<file path="config.mk">
export PLATFORM = sky130hd
export DESIGN_NAME = instr_fetch
export DESIGN_NICKNAME = d
export VERILOG_FILES = /design/src/rtl/fetch_pkg.sv /design/src/rtl/fetch_buffer.sv /design/src/rtl/instr_fetch.sv
export SDC_FILE = /design/constraint.sdc
export NUM_CORES = 1
export LEC_CHECK = 0
export CAP_MARGIN = 20
export CORE_AREA = 8 8 130 132
export CTS_CLUSTER_SIZE = 14
export DETAILED_ROUTE_END_ITERATION = 8
export DIE_AREA = 0 0 138 140
export GPL_ROUTABILITY_DRIVEN = 0
export MAX_ROUTING_LAYER = met4
export PLACE_DENSITY = 0.78
export SLEW_MARGIN = 25
export SYNTH_ARGS = -nofsm -noshare
export SYNTH_HDL_FRONTEND = slang
export SYNTH_SLANG_ARGS = --single-unit
export TNS_END_PERCENT = 5
</file>
<file path="constraint.sdc">
create_clock -name clk -period 2.9 [get_ports clk]
set_input_delay 0.435 -clock clk [delete_from_list [all_inputs] [get_ports clk]]
set_output_delay 0.435 -clock clk [all_outputs]
set_load 0.01 [all_outputs]
</file>
<file path="src/rtl/fetch_pkg.sv">
// Shared fetch/decode types: the {pc, instr} bundle handed from fetch to decode.
package fetch_pkg;

    localparam int XLEN    = 32;
    localparam int INSTR_W = 32;

    typedef struct packed {
        logic [XLEN-1:0]    pc;
        logic [INSTR_W-1:0] instr;
    } fetch_entry_t;

endpackage

</file>
<file path="src/rtl/fetch_buffer.sv">
// Two-entry shift FIFO of fetch entries; entry 0 is always the head.
module fetch_buffer
    import fetch_pkg::*;
(
    input  logic         clk,
    input  logic         rst_n,
    input  logic         push,
    input  logic         pop,
    input  logic         flush,
    input  fetch_entry_t din,
    output fetch_entry_t head,
    output logic [1:0]   count
);

    fetch_entry_t e0;
    fetch_entry_t e1;
    logic [1:0]   cnt;

    assign head  = e0;
    assign count = cnt;

    // Flush only drops the count so the head value keeps showing on out_*.
    always_ff @(posedge clk or negedge rst_n) begin
        if (!rst_n) begin
            cnt <= 2'd0;
            e0  <= '0;
            e1  <= '0;
        end else if (flush) begin
            cnt <= 2'd0;
        end else if (push && pop) begin
            if (cnt == 2'd2) begin
                e0 <= e1;
                e1 <= din;
            end else begin
                e0 <= din;
            end
        end else if (push) begin
            if (cnt == 2'd0) begin
                e0 <= din;
            end else begin
                e1 <= din;
            end
            cnt <= cnt + 2'd1;
        end else if (pop) begin
            if (cnt == 2'd2) begin
                e0 <= e1;
            end
            cnt <= cnt - 2'd1;
        end
    end

endmodule

</file>
<file path="src/rtl/instr_fetch.sv">
// Fetch stage: PC, ROM addressing, redirect/flush, misalignment fault.
module instr_fetch
    import fetch_pkg::*;
#(
    parameter int              AW       = 10,
    parameter logic [XLEN-1:0] RESET_PC = 32'h0000_0000
) (
    input  logic               clk,
    input  logic               rst_n,
    input  logic               fetch_en,
    output logic [AW-1:0]      rom_addr,
    input  logic [INSTR_W-1:0] rom_data,
    input  logic               redirect_valid,
    input  logic [XLEN-1:0]    redirect_pc,
    output logic               out_valid,
    input  logic               out_ready,
    output logic [INSTR_W-1:0] out_instr,
    output logic [XLEN-1:0]    out_pc,
    output logic               fetch_fault
);

    logic [XLEN-1:0] pc;
    logic            fault;
    logic            aligned;
    logic            pop;
    logic            push;
    logic [1:0]      count;
    fetch_entry_t    din;
    fetch_entry_t    head;

    assign aligned  = (pc[1:0] == 2'b00);
    assign rom_addr = pc[AW+1:2];
    assign din      = '{pc: pc, instr: rom_data};

    assign out_valid   = (count != 2'd0);
    assign out_instr   = head.instr;
    assign out_pc      = head.pc;
    assign fetch_fault = fault;

    assign pop  = out_valid && out_ready;
    // A misaligned pc is blocked even in the cycle before the fault flag rises.
    assign push = fetch_en && !fault && aligned && !redirect_valid
               && (count != 2'd2 || pop);

    always_ff @(posedge clk or negedge rst_n) begin
        if (!rst_n) begin
            pc <= RESET_PC;
        end else if (redirect_valid) begin
            pc <= redirect_pc;
        end else if (push) begin
            pc <= pc + 32'd4;
        end
    end

    always_ff @(posedge clk or negedge rst_n) begin
        if (!rst_n) begin
            fault <= 1'b0;
        end else if (redirect_valid && redirect_pc[1:0] == 2'b00) begin
            fault <= 1'b0;
        end else if (!aligned) begin
            fault <= 1'b1;
        end
    end

    fetch_buffer u_buf (
        .clk   (clk),
        .rst_n (rst_n),
        .push  (push),
        .pop   (pop),
        .flush (redirect_valid),
        .din   (din),
        .head  (head),
        .count (count)
    );

endmodule

</file>
Yosys cells after proc, flatten, opt, wreduce, memory -nomap -nowiden
Index checks and enable logic that the tools add are counted.
{"block": "totals", "ff_bits": 163, "out_inout_bits": 76, "wordCells": 58}
{"block": "op_classes", "n_addsub": 3, "n_eq_ne": 7, "mux": 18, "n_bitwise": 1, "n_reduce_logical": 22}
{"operator": "64-bit 2-to-1 mux", "count": 10}
{"operator": "32-bit 2-to-1 mux", "count": 2}
{"operator": "32-bit by 3-bit adder with 32-bit output, second input constant", "count": 1}
{"operator": "3-bit nonzero test", "count": 3}
{"operator": "2-bit 2-to-1 mux", "count": 4}
{"operator": "4-bit AND reduction", "count": 2}
{"operator": "1-bit logical AND", "count": 7}
{"operator": "2-bit logical NOT", "count": 3}
{"operator": "2-bit != test, second input constant", "count": 3}
{"operator": "2-bit nonzero test", "count": 3}
{"operator": "2-bit by 1-bit != test with 1-bit output, second input constant", "count": 2}
{"operator": "3-bit != test, second input constant", "count": 1}
{"operator": "2-bit by 1-bit adder with 2-bit output, second input constant", "count": 1}
{"operator": "2-bit == test, second input constant", "count": 1}
{"operator": "1-bit logical NOT", "count": 2}
{"operator": "1-bit 2-to-1 mux", "count": 2}
{"operator": "2-bit AND reduction", "count": 1}
{"operator": "2-bit by 1-bit subtractor with 2-bit output, second input constant", "count": 1}
{"operator": "1-bit logical OR", "count": 1}
{"operator": "1-bit NOT", "count": 1}

Depth between registers and ports, before layout
{"block": "depth", "depth_word": 8, "mapped_depth": 7, "mapped_depth_nobuf": 6}

Cells and area by module
From an unflattened synthesis, not the netlist that was laid out.
{"block": "unflattened", "cells_unflattened": 821, "hier_area_um2": 9086.2}
{"mod": "fetch_buffer", "n_inst": 1, "cells_each": 587, "area_per_inst_um2": 7021.7, "seq_area_each_um2": 3253.1}
{"mod": "instr_fetch", "n_inst": 1, "cells_each": 234, "area_per_inst_um2": 2064.5, "seq_area_each_um2": 825.8}

Least setup slack after synthesis
OpenSTA, ideal clock, no wires.
{"block": "synth_path", "kind": "register -> register", "startpoint": "reg pc[0]", "endpoint": "reg u_buf.e1[0] (netlist bit)", "setup_time_ns": 0.125, "arrival_ns": 1.998, "required_time_ns": 2.775, "setup_slack_ns": 0.777, "stages_incl_launch_ff": 6, "path_buffers": 2, "synth_period_minus_slack_ns": 2.123, "path_cell_list": "dfrtp_1 -> or4b_1 -> buf_4 -> nor3_4 -> buf_6 -> mux2_2"}
{"block": "synth_between", "elab_chain_cells": 7, "elab_cells_between_ends": 10, "cone_classes": "eq/ne: 2; mux: 1; reduce/logical: 7"}
{"element": "from (decl)", "line_no": "instr_fetch.sv:22", "source": "logic [XLEN-1:0] pc;"}
{"element": "from (signal assigned)", "line_no": "instr_fetch.sv:49", "source": "pc <= redirect_pc;"}
{"element": "from (signal assigned)", "line_no": "instr_fetch.sv:51", "source": "pc <= pc + 32'd4;"}
{"element": "2-bit logical NOT *", "line_no": "instr_fetch.sv:31", "source": "assign aligned = (pc[1:0] == 2'b00);"}
{"element": "1-bit logical AND * (2 in a row)", "line_no": "instr_fetch.sv:42", "source": "assign push = fetch_en && !fault && aligned && !redirect_valid"}
{"element": "1-bit logical AND *", "line_no": "instr_fetch.sv:43", "source": "&& (count != 2'd2 || pop);"}
{"element": "1-bit logical AND", "line_no": "fetch_buffer.sv:30", "source": "end else if (push && pop) begin"}
{"element": "2-bit by 1-bit != test with 1-bit output (no source line) (tied with other cells)"}
{"element": "4-bit AND reduction (no source line)"}
{"element": "to (signal assigned)", "line_no": "fetch_buffer.sv:33", "source": "e1 <= din;"}
{"element": "to (signal assigned)", "line_no": "fetch_buffer.sv:41", "source": "e1 <= din;"}
{"element": "to (decl)", "line_no": "fetch_buffer.sv:16", "source": "fetch_entry_t e1;"}
Every way passes the cells marked *; elsewhere a longest branch is shown, timed or not.
A chain may end at the register's enable or synchronous reset.

Final worst setup path
{"block": "layout_path", "startpoint": "reg pc[0]", "endpoint": "reg u_buf.e0, in the netlist u_buf.head[31]"}
{"block": "layout_between", "elab_chain_cells": 7, "elab_cells_between_ends": 11, "cone_classes": "eq/ne: 1; mux: 2; reduce/logical: 8"}
{"element": "2-bit logical NOT *", "line_no": "instr_fetch.sv:31"}
{"element": "1-bit logical AND * (2 in a row)", "line_no": "instr_fetch.sv:42"}
{"element": "1-bit logical AND *", "line_no": "instr_fetch.sv:43"}
{"element": "1-bit logical AND", "line_no": "fetch_buffer.sv:30"}
{"element": "3-bit != test (no source line) or 3-bit nonzero test (tied branches)"}
{"element": "4-bit AND reduction (no source line)"}
{"element": "to (signal assigned)", "line_no": "fetch_buffer.sv:35", "source": "e0 <= din;"}
{"element": "to (signal assigned)", "line_no": "fetch_buffer.sv:39", "source": "e0 <= din;"}
{"element": "to (decl)", "line_no": "fetch_buffer.sv:15", "source": "fetch_entry_t e0;"}
Marked as above.

==> key figures <==
Status
  – Status: finished with violations
  – Failing checks: hold timing

Place
  – Dpl cell area: 0.00904 sq mm
  – IO buf count: 144
  – Post-DP HPWL: 12500 um

Critical path
  – CP arrival: 2.60 ns
  – Startpoint Class: flip-flop
  – Reg2Reg Launch Point: pc[0]
  – R2R setup slack: 0.58 ns
  – CP required: 3.18 ns
  – Critical path destination: u_buf.head[31]
  – CP startpoint: pc[0]
  – CP Max Fanout: 34
  – Worst Reg-to-Reg Cells: 5
  – Crit. End Element: flip-flop
  – CP Class: reg2reg
  – Reg-to-reg endpoint: u_buf.head[31]

Timing
  – RSZ-0062 raised after global routing: no
  – Slew HR: 59.3%
  – Worst hold slack: -0.00350 ns
  – Period utilisation layout: 80.1%
  – Final worst path period need: 2.32 ns
  – Max Clock Skew: 0.0170 ns
  – Worst slew pin tran: 0.611 ns
  – Max Fclk: 0.430 GHz
  – Max Slew Vio Count: 0
  – # setup viols final: 0
  – Sum Neg Setup Slack: 0 ns
  – Final hold violations: 6

Yosys
  – Top-count cell post-synth: dfrtp_1
  – Synth cell count leaders: 163 x dfrtp_1, 71 x nor2_1, 66 x a21oi_1, 64 x mux2_2, 62 x mux2i_1
  – Synth Register Bits: 163
  – Post-Syn Nets: 741
  – Top-area cell type share of the netlist area: 54.4%
  – Mapped Area: 0.00750 sq mm
  – Synthesized area per cell: 11.2 sq um
  – Async set-reset flop share out of synthesis: 100%
  – Cells after Synth: 671
  – Synth Flop Type: dfrtp_1
  – Sequential area share after synthesis: 54.4%
  – Netlist cell types: 44
  – Ys Warns: 0
  – Top cells by area, synth: dfrtp_1 54%, mux2_2 9.6%, mux2i_1 8.3%
  – Cell taking the most area after synthesis: dfrtp_1
  – Number of synthesized flops with an enable pin: 0

Clock tree
  – H-tree Lvls: 4
  – Reg clk slew, reported paths: 0.06 ns
  – CTS Root Buffer Type: clkbuf_16
  – Post-cts hold buffer count: 0
  – Total CTS buffers: 17
  – # resized after CTS: 0
  – Longest Clk Path Bufs: 2
  – Num Clock Sinks: 163
  – Clock Latency Late Sink: 0.43 ns
  – Setup bufs post-CTS: 0
  – CTS tree: done

Routing
  – Initial DRC count: 412
  – Post-DRT Antenna Nets: 0
  – Vias: 5536
  – Vias per std cell: 5.55
  – First-pass iteration count of the detailed router: 5
  – Final WL: 17800 um
  – DRC: 0
  – Routed length per placed instance: 17.8 um

Floorplan
  – Initial core utilization: 50.4%
  – # IOs: 145
  – DIE AREA: 0.0193 sq mm
  – Num rows: 45
  – DIE HEIGHT: 140 um
  – Die width: 138 um
  – CORE AREA: 0.0149 sq mm

Layout
  – Layout area overhead: 28.2%
  – Fillers: 1146
  – Core Util, Final: 64.6%
  – Final Cell Area: 0.00961 sq mm
  – Layout cells sized above 1: 14.2%
  – Layout Nets: 866

Power and ir drop
  – Power Dens Cells: 672 mW/mm^2
  – Peak supply drop: 0.460 mV
  – Total power draw: 6460 uW
  – Leakage: 0.00398 uW

GRT
  – Largest net degree at the start of global routing: 85
  – M3 GR Usage: 4.97%
  – Routing usage on met1: 25.0%
  – Total GRT Usage: 19.3%
  – Initial antenna violation count: 1
  – Gr busiest metal: met2
  – First-pass GRT wire length: 29700 um
  – Number of global-route vias before repair: 5714
  – GR Overflow Total: 0
  – Met2 Use GR: 29.1%

Run
  – Maxcap violations: 0

Worst hold path
  – Hold Path Class: in2async
[final cells by class]
cell class	count	area, sq um	share of cell area (%)
clock inverters	7	72.6	0.755
flip-flops and latches	163	4080	42.5
diodes	1	2.50	0.0260
repair buffers	158	1630	17.0
inverters	5	18.8	0.195
clock buffers	25	495	5.16
well taps	188	235	2.45
multi-input cells	451	3070	32.0
[placed cells by master, fill, tap and decap left out, types with 5 or more instances in the layout]
| master | n |
|---|---|
| nor4_1 | 6 |
| nand3_1 | 20 |
| nor2_1 | 71 |
| buf_12 | 7 |
| clkbuf_16 | 17 |
| nand3b_1 | 5 |
| xor2_1 | 9 |
| clkdlybuf4s50_1 | 142 |
| a21oi_1 | 65 |
| nand2_1 | 46 |
| nor3_1 | 5 |
| mux2i_1 | 62 |
| inv_1 | 5 |
| nor2b_1 | 12 |
| buf_4 | 7 |
| o211ai_1 | 6 |
| dfrtp_1 | 163 |
| nand4_1 | 13 |
| mux2_2 | 64 |
| o21ai_0 | 24 |
[through the flow]
step	setup slack, ns	hold slack [ns]	instances
finish	0.576	-0.00350	998
global route	0.445	0.0339	998
CTS	0.572	0.0141	997
detailed placement	0.150	0.462	965
global placement	0.209	0.460	965
floorplan	0.777	0.139	671
[per-layer routing]
layer	share of wire [%]	vias up
li1	-	2614
met1	46	2717
met2	46	184
met3	5.8	21
met4	1.4	0
met5	0	-
[worst max-delay path, stage by stage, from the launching register on]
cell	delay [ns]
dfrtp_1	0.40
or4b_1	0.77
nor3_4	0.35
buf_12	0.31
mux2i_1	0.25
a21oi_1	0.10
[flip-flops by register name, indices dropped and copies added (netlist names)]
signal,count
u_buf.head,64
u_buf.e1,64
u_buf.count,2
fetch_fault,1
pc,32
[report_power, final]
part	total, uW	switching, uW	internal, uW
clock network	2140	867	1270
registers	2890	258	2630
logic	1430	601	825
[worst min path at each step]
stage / to / slack, ns / cells past startpoint
after global routing: u_buf.head[17] / 0.03 / 1
after CTS: u_buf.e1[30] / 0.01 / 1
after floorplan: fetch_fault / 0.14 / 0
after global placement: u_buf.head[24] / 0.46 / 1
final: u_buf.head[22] / -0.004 / 1
after detailed placement: u_buf.head[22] / 0.46 / 1
[kinds of logic after synthesis]
kind of cell               after synthesis  synth area share [%]
xor gates and xnor gates                11                  1.29
muxes                                  127                  18.0
DFF                                    163                  54.4
and+or+nand+nor                        200                  12.9
adders and majority gates                1                 0.167
buffers and inverters                   57                  4.81
AOI/OAI and AO/OA                      112                  8.35
Power figures use the tool's default switching activity.
